===== config.mk =====
export PLATFORM = sky130hd
export DESIGN_NAME = adau_ctrl_arbiter
export DESIGN_NICKNAME = d
export VERILOG_FILES = /design/src/rtl/adau_ctrl_arbiter.sv
export SDC_FILE = /design/constraint.sdc
export NUM_CORES = 1
export LEC_CHECK = 0
export CORE_MARGIN = 1
export CORE_UTILIZATION = 45
export CTS_CLUSTER_DIAMETER = 150
export DETAILED_ROUTE_END_ITERATION = 7
export GPL_TIMING_DRIVEN = 1
export HOLD_SLACK_MARGIN = 0.05
export PLACE_DENSITY = 0.67
export SYNTH_ARGS = -nofsm -noshare
export SYNTH_HDL_FRONTEND = slang
export SYNTH_SLANG_ARGS = --single-unit

===== constraint.sdc =====
create_clock -name clk -period 3.57 [get_ports clk]
set_input_delay 1.071 -clock clk [delete_from_list [all_inputs] [get_ports clk]]
set_output_delay 1.071 -clock clk [all_outputs]
set_load 0.01 [all_outputs]

===== src/rtl/adau_ctrl_arbiter.sv =====
// rtl/adau_ctrl_arbiter.sv - two-port SPI command arbiter (boot list + CPU FIFO) with idle gap
// CPU writes are queued; the boot list and the queue are round-robined once init_done is high.
module adau_ctrl_arbiter #(
   parameter int CMD_WIDTH  = 32,
   parameter int FIFO_DEPTH = 8,
   parameter int GAP_CYCLES = 4
) (
   input  logic                          clk,
   input  logic                          rstn,
   input  logic [CMD_WIDTH-1:0]          init_cmd,
   input  logic                          init_valid,
   output logic                          init_ready,
   input  logic                          init_done,
   input  logic [CMD_WIDTH-1:0]          cpu_cmd,
   input  logic                          cpu_wr,
   output logic                          cpu_full,
   output logic [$clog2(FIFO_DEPTH):0]   cpu_level,
   output logic                          cpu_ovf,
   input  logic                          cpu_ovf_clr,
   output logic [CMD_WIDTH-1:0]          m_cmd,
   output logic                          m_valid,
   input  logic                          m_ready,
   output logic                          busy,
   output logic                          owner
);

   localparam int AW = $clog2(FIFO_DEPTH);
   localparam int LW = AW + 1;
   localparam int GW = (GAP_CYCLES > 1) ? $clog2(GAP_CYCLES) : 1;

   typedef enum logic [1:0] {S_IDLE, S_GRANT, S_GAP} state_e;

   state_e               state_q, state_d;
   logic                 owner_q, owner_d;
   logic                 rr_q, rr_d;
   logic [GW-1:0]        gap_q, gap_d;
   logic [CMD_WIDTH-1:0] m_cmd_q, m_cmd_d;
   logic [LW-1:0]        level_q, level_d;
   logic [AW-1:0]        wr_ptr_q, wr_ptr_d;
   logic [AW-1:0]        rd_ptr_q, rd_ptr_d;
   logic                 ovf_q, ovf_d;
   logic [CMD_WIDTH-1:0] mem [FIFO_DEPTH];

   logic full, cpu_pend, xfer, push, pop, sel;

   always_comb begin
      // Full comes from the registered level, so a same-cycle pop never rescues a write.
      full     = (level_q == LW'(FIFO_DEPTH));
      cpu_pend = init_done && (level_q != '0);
      xfer     = (state_q == S_GRANT) && m_ready;
      push     = cpu_wr && !full;
      pop      = xfer && owner_q;
      sel      = 1'b0;

      state_d  = state_q;
      owner_d  = owner_q;
      rr_d     = rr_q;
      gap_d    = gap_q;
      m_cmd_d  = m_cmd_q;

      case (state_q)
         S_IDLE: begin
            if (init_valid || cpu_pend) begin
               // rr_q names the port favoured on a tie: 0 = INIT, 1 = CPU.
               sel     = cpu_pend && (!init_valid || rr_q);
               state_d = S_GRANT;
               owner_d = sel;
               rr_d    = !sel;
               m_cmd_d = sel ? mem[rd_ptr_q] : init_cmd;
            end
         end
         S_GRANT: begin
            if (m_ready) begin
               state_d = S_GAP;
               gap_d   = GW'(GAP_CYCLES - 1);
            end
         end
         S_GAP: begin
            if (gap_q == '0) state_d = S_IDLE;
            else             gap_d   = gap_q - GW'(1);
         end
         default: state_d = S_IDLE;
      endcase

      wr_ptr_d = push ? wr_ptr_q + AW'(1) : wr_ptr_q;
      rd_ptr_d = pop  ? rd_ptr_q + AW'(1) : rd_ptr_q;
      case ({push, pop})
         2'b10:   level_d = level_q + LW'(1);
         2'b01:   level_d = level_q - LW'(1);
         default: level_d = level_q;
      endcase

      if (cpu_wr && full)  ovf_d = 1'b1;
      else if (cpu_ovf_clr) ovf_d = 1'b0;
      else                  ovf_d = ovf_q;
   end

   always_ff @(posedge clk or negedge rstn) begin
      if (!rstn) begin
         state_q  <= S_IDLE;
         owner_q  <= 1'b0;
         rr_q     <= 1'b0;
         gap_q    <= '0;
         m_cmd_q  <= '0;
         level_q  <= '0;
         wr_ptr_q <= '0;
         rd_ptr_q <= '0;
         ovf_q    <= 1'b0;
      end else begin
         state_q  <= state_d;
         owner_q  <= owner_d;
         rr_q     <= rr_d;
         gap_q    <= gap_d;
         m_cmd_q  <= m_cmd_d;
         level_q  <= level_d;
         wr_ptr_q <= wr_ptr_d;
         rd_ptr_q <= rd_ptr_d;
         ovf_q    <= ovf_d;
      end
   end

   always_ff @(posedge clk) begin
      if (push) mem[wr_ptr_q] <= cpu_cmd;
   end

   assign m_valid    = (state_q == S_GRANT);
   assign init_ready = xfer && !owner_q;
   assign busy       = (state_q != S_IDLE);
   assign owner      = owner_q;
   assign m_cmd      = m_cmd_q;
   assign cpu_level  = level_q;
   assign cpu_full   = full;
   assign cpu_ovf    = ovf_q;

endmodule


==> metrics list <==
- Maxcap violations: 0
- Root cell of the clock tree: clkbuf_16
- Number of library cell types mapped by synthesis: 37
* Number of global-route vias before repair: 6333
* Top cell type by total area after synthesis: edfxtp_1
- Num rows: 59
- The critical path in this run is classified as in -> out.
- Wire length per cell after detailed routing: 22.6 µm
- Die boundary height: 164 µm
- Including well taps, the total number of placed cells is 1019.
* Unrepaired setup endpoints after global routing: no
- Global routing consumed, over all layers together, 18.7% of the routing resources.
- First-pass GRT wire length: 37.3 mm
- Counting flops and latches in the post-synthesis netlist gives 305.
* Top cells by area, synth: edfxtp_1, mux4_2, dfrtp_1
- The most used flip-flop cell after synthesis is edfxtp_1.
- Gates resized during post-CTS repair numbered 0.
- Number of pins with negative max-slew slack in the final report: 0
* Clock-pin transition on the worst setup and hold timing paths: 60 ps
- Die ar.: 27000 µm²
* Internal power: 8.30 mW
- In this run the tool buffered the top-level ports with 112 buffer cells.
* Worst-case reg-to-reg path depth: 5
* Clock Skew: 12.3 ps
- Highest routed metal layer: met4
- The worst setup path is launched from an input pin.
* CP Launch Point: m_ready
* Post-route worst hold slack: 511 ps
- In this run the worst path has a maximum fanout of 3.
* Mapped Nets: 652
- Final Cycle Share: 93.8%
- Count of synthesis-stage warnings from yosys: 0
- Most frequent cell after synthesis: edfxtp_1
- By count the netlist is led by edfxtp_1, mux4_2, dfrtp_1, nor2_1, mux2i_1.
* H-tree levels: 1
- Summed over all layers, the routed wires come to 24.4 mm.
* Reg2reg start: rd_ptr_q[1]$_DFFE_PN0P_
* Highest attainable clock frequency: 299 MHz
- Data on the critical path arrives at its endpoint at 2280 ps.
- Dpl hpwl: 14.5 mm
* DRC errors left: 0
* Metal3 WL: 1.53 mm
- Clock latency reported for the late side of the worst-skew pair: 550 ps
* Num CTS Buffers: 31
* Sequential-to-total area share from yosys stat: 75.2%
- The flow ran to the end, and the final reports show no timing, DRC or antenna violations.
* First DRT Iteration DRCs: 401
* Final Setup Violations: 0
- CTS Buffer Depth: 3
- In the synthesized netlist, the number of instances is 575.
- The synthesized design contains 256 enable-type register cells.
- Mean instance size in the synthesized netlist: 20.6 µm²
- Worst min-delay path category: reg -> reg
* Worst Setup End Kind: primary output
- Relative to the synthesized area, the layout overhead comes to 23.4%.
- The final number of hold-violating endpoints is 0.
* Remaining number of nets flagged by the antenna check after routing: 0
- In the synthesized netlist the async set-or-reset flop fraction comes to 16.1%.
- Of the total power, combinational logic draws 28.3%.
* Post-layout net count: 794
- Starting Density: 45.6%
- Launch instance of the worst min-delay path: m_cmd[20]$_DFFE_PN0P_
* Share of power burned in the clock network: 27.0%
* Antenna violations before repair: 1
- In this run the static leakage power is 5.01 nW.
* # IOs: 113
- Relative max-transition margin: 35.6%
- After synthesis the cells add up to 11900 µm².
- Proportion of total power due to net switching: 29.2%
- Required time of the worst setup path: 2500 ps
* Vias per inst: 5.51
- Net switching power figure: 3.42 mW
- Iteration count of the initial detailed-routing pass: 4
* Final RePlAce weighted congestion: 0.731
* Number of clock sinks: 305
- Detailed routing placed a total of 12.5 mm of wire on met2.
- Hold buffer count at cts: 0
- Remaining Overflow, GRT: 0
- Number of vias after detailed routing: 5937
* Depth of the worst hold-timing path: 1
* # fillers: 1915
- The routed design could run at a clock period as short as 3350 ps.
* Fraction of power consumed by sequential logic: 44.7%
- TritonCTS built the clock tree.
- Area share of the largest cell type after synthesis: 64.8%
* Final standard cell count with taps included and fillers excluded: 1077
- After detailed routing, the wire length on met1 is 9.93 mm.
- For the pin with the worst max-slew slack, the measured transition is 966 ps.
* Max VDD drop: 399 µV
* Horiz. Die Dim: 164 µm
- Maximum number of pins on one net before global-route repair: 66
- Cells with a size suffix above 1 make up 21.6% of the layout.
* Postcts setup bufs: 0
* Core footprint: 26000 µm²
* Total negative slack for setup checks: 0 ps
- Power per cell area: 801 nW/µm²
cell type report:
type / count / area [µm²] / area share [%]
multi-input combinational: 235 / 2790 / 19.1
clock buffer: 41 / 903 / 6.17
tap: 335 / 419 / 2.86
inverter: 7 / 26.3 / 0.180
timing repair buffer: 137 / 1450 / 9.94
sequential: 305 / 8920 / 61.0
antenna: 1 / 2.50 / 0.0171
clock inverter: 16 / 118 / 0.804
cells in the final DEF, fill, tap and decap left out, drive strengths merged, types with 2 or more instances in the layout:
| master | n |
|---|---|
| nor2 | 43 |
| clkdlybuf4s50 | 111 |
| nor2b | 5 |
| clkbuf | 41 |
| dfrtp | 49 |
| inv | 8 |
| clkinvlp | 3 |
| a21oi | 4 |
| o21ai | 5 |
| xnor2 | 3 |
| ha | 6 |
| mux4 | 64 |
| clkinv | 11 |
| mux2i | 33 |
| nand2b | 5 |
| a221o | 32 |
| xor2 | 5 |
| nor3 | 4 |
| nand2 | 13 |
| mux2 | 2 |
| edfxtp | 256 |
| buf | 26 |
power by group through the flow:
stage | Combinational (mW) | Sequential (mW) | Clock (mW)
floorplan | 2.33 | 4.98 | 0
global placement | 3.29 | 5.27 | 0
detailed placement | 3.37 | 5.33 | 0
CTS | 3.39 | 5.26 | 3.22
global route | 3.59 | 5.34 | 3.36
finish | 3.32 | 5.24 | 3.16
logic make-up (layout without fill, tap and decap cells):
logic type      after synthesis  after routing  share of synthesized area (%)
fa+ha+maj                     6              6                          0.633
other cells                   0              1                              0
xor+xnor                      8              8                          0.591
mux                          99             99                           15.2
compound gates               48             48                           3.79
simple gates                 74             74                           2.71
flops                       305            305                           75.2
buf+inv                      35            201                           1.95
critical path, stage by stage:
cell,delay [ps]
clkdlybuf4s50_1,500
nand2_1,80
nor2_1,90
clkdlybuf4s50_1,540
flip-flops by register name, summed over array words and instances (netlist names), 2 cells and up:
signal	count
state_q	2
rd_ptr_q	3
gap_q	2
mem	256
m_cmd	32
wr_ptr_q	3
cpu_level	4
final timing paths:
kind,end,slack [ps]
min reg2reg,m_cmd[20]$_DFFE_PN0P_,510
max in group asynchronous,m_cmd[23]$_DFFE_PN0P_,2150
min,m_cmd[20]$_DFFE_PN0P_,510
min in group asynchronous,cpu_level[2]$_DFFE_PN0P_,610
max reg2reg,m_cmd[6]$_DFFE_PN0P_,1100
max,init_ready,220
metrics by stage:
| step | utilization (%) | instance area (µm²) | setup slack (ps) | total power, mW |
|---|---|---|---|---|
| 2_1_floorplan | - | 11900 | 237 | 7.31 |
| 3_3_place_gp | 52.4 | 13600 | 204 | 8.56 |
| 3_5_place_dp | 52.4 | 13600 | 232 | 8.70 |
| 4_1_cts | 56.3 | 14600 | 223 | 11.9 |
| 5_1_grt | 56.3 | 14600 | 165 | 12.3 |
| 6_report | 56.3 | 14600 | 222 | 11.7 |
layer usage:
metal  up-vias  global-route usage, %
met5         -                      0
met4         0                   4.84
met3        36                   3.48
met2       180                   32.0
met1      3079                   24.5
li1       2642                      -
Note: power is estimated with default switching activity, not from simulation.
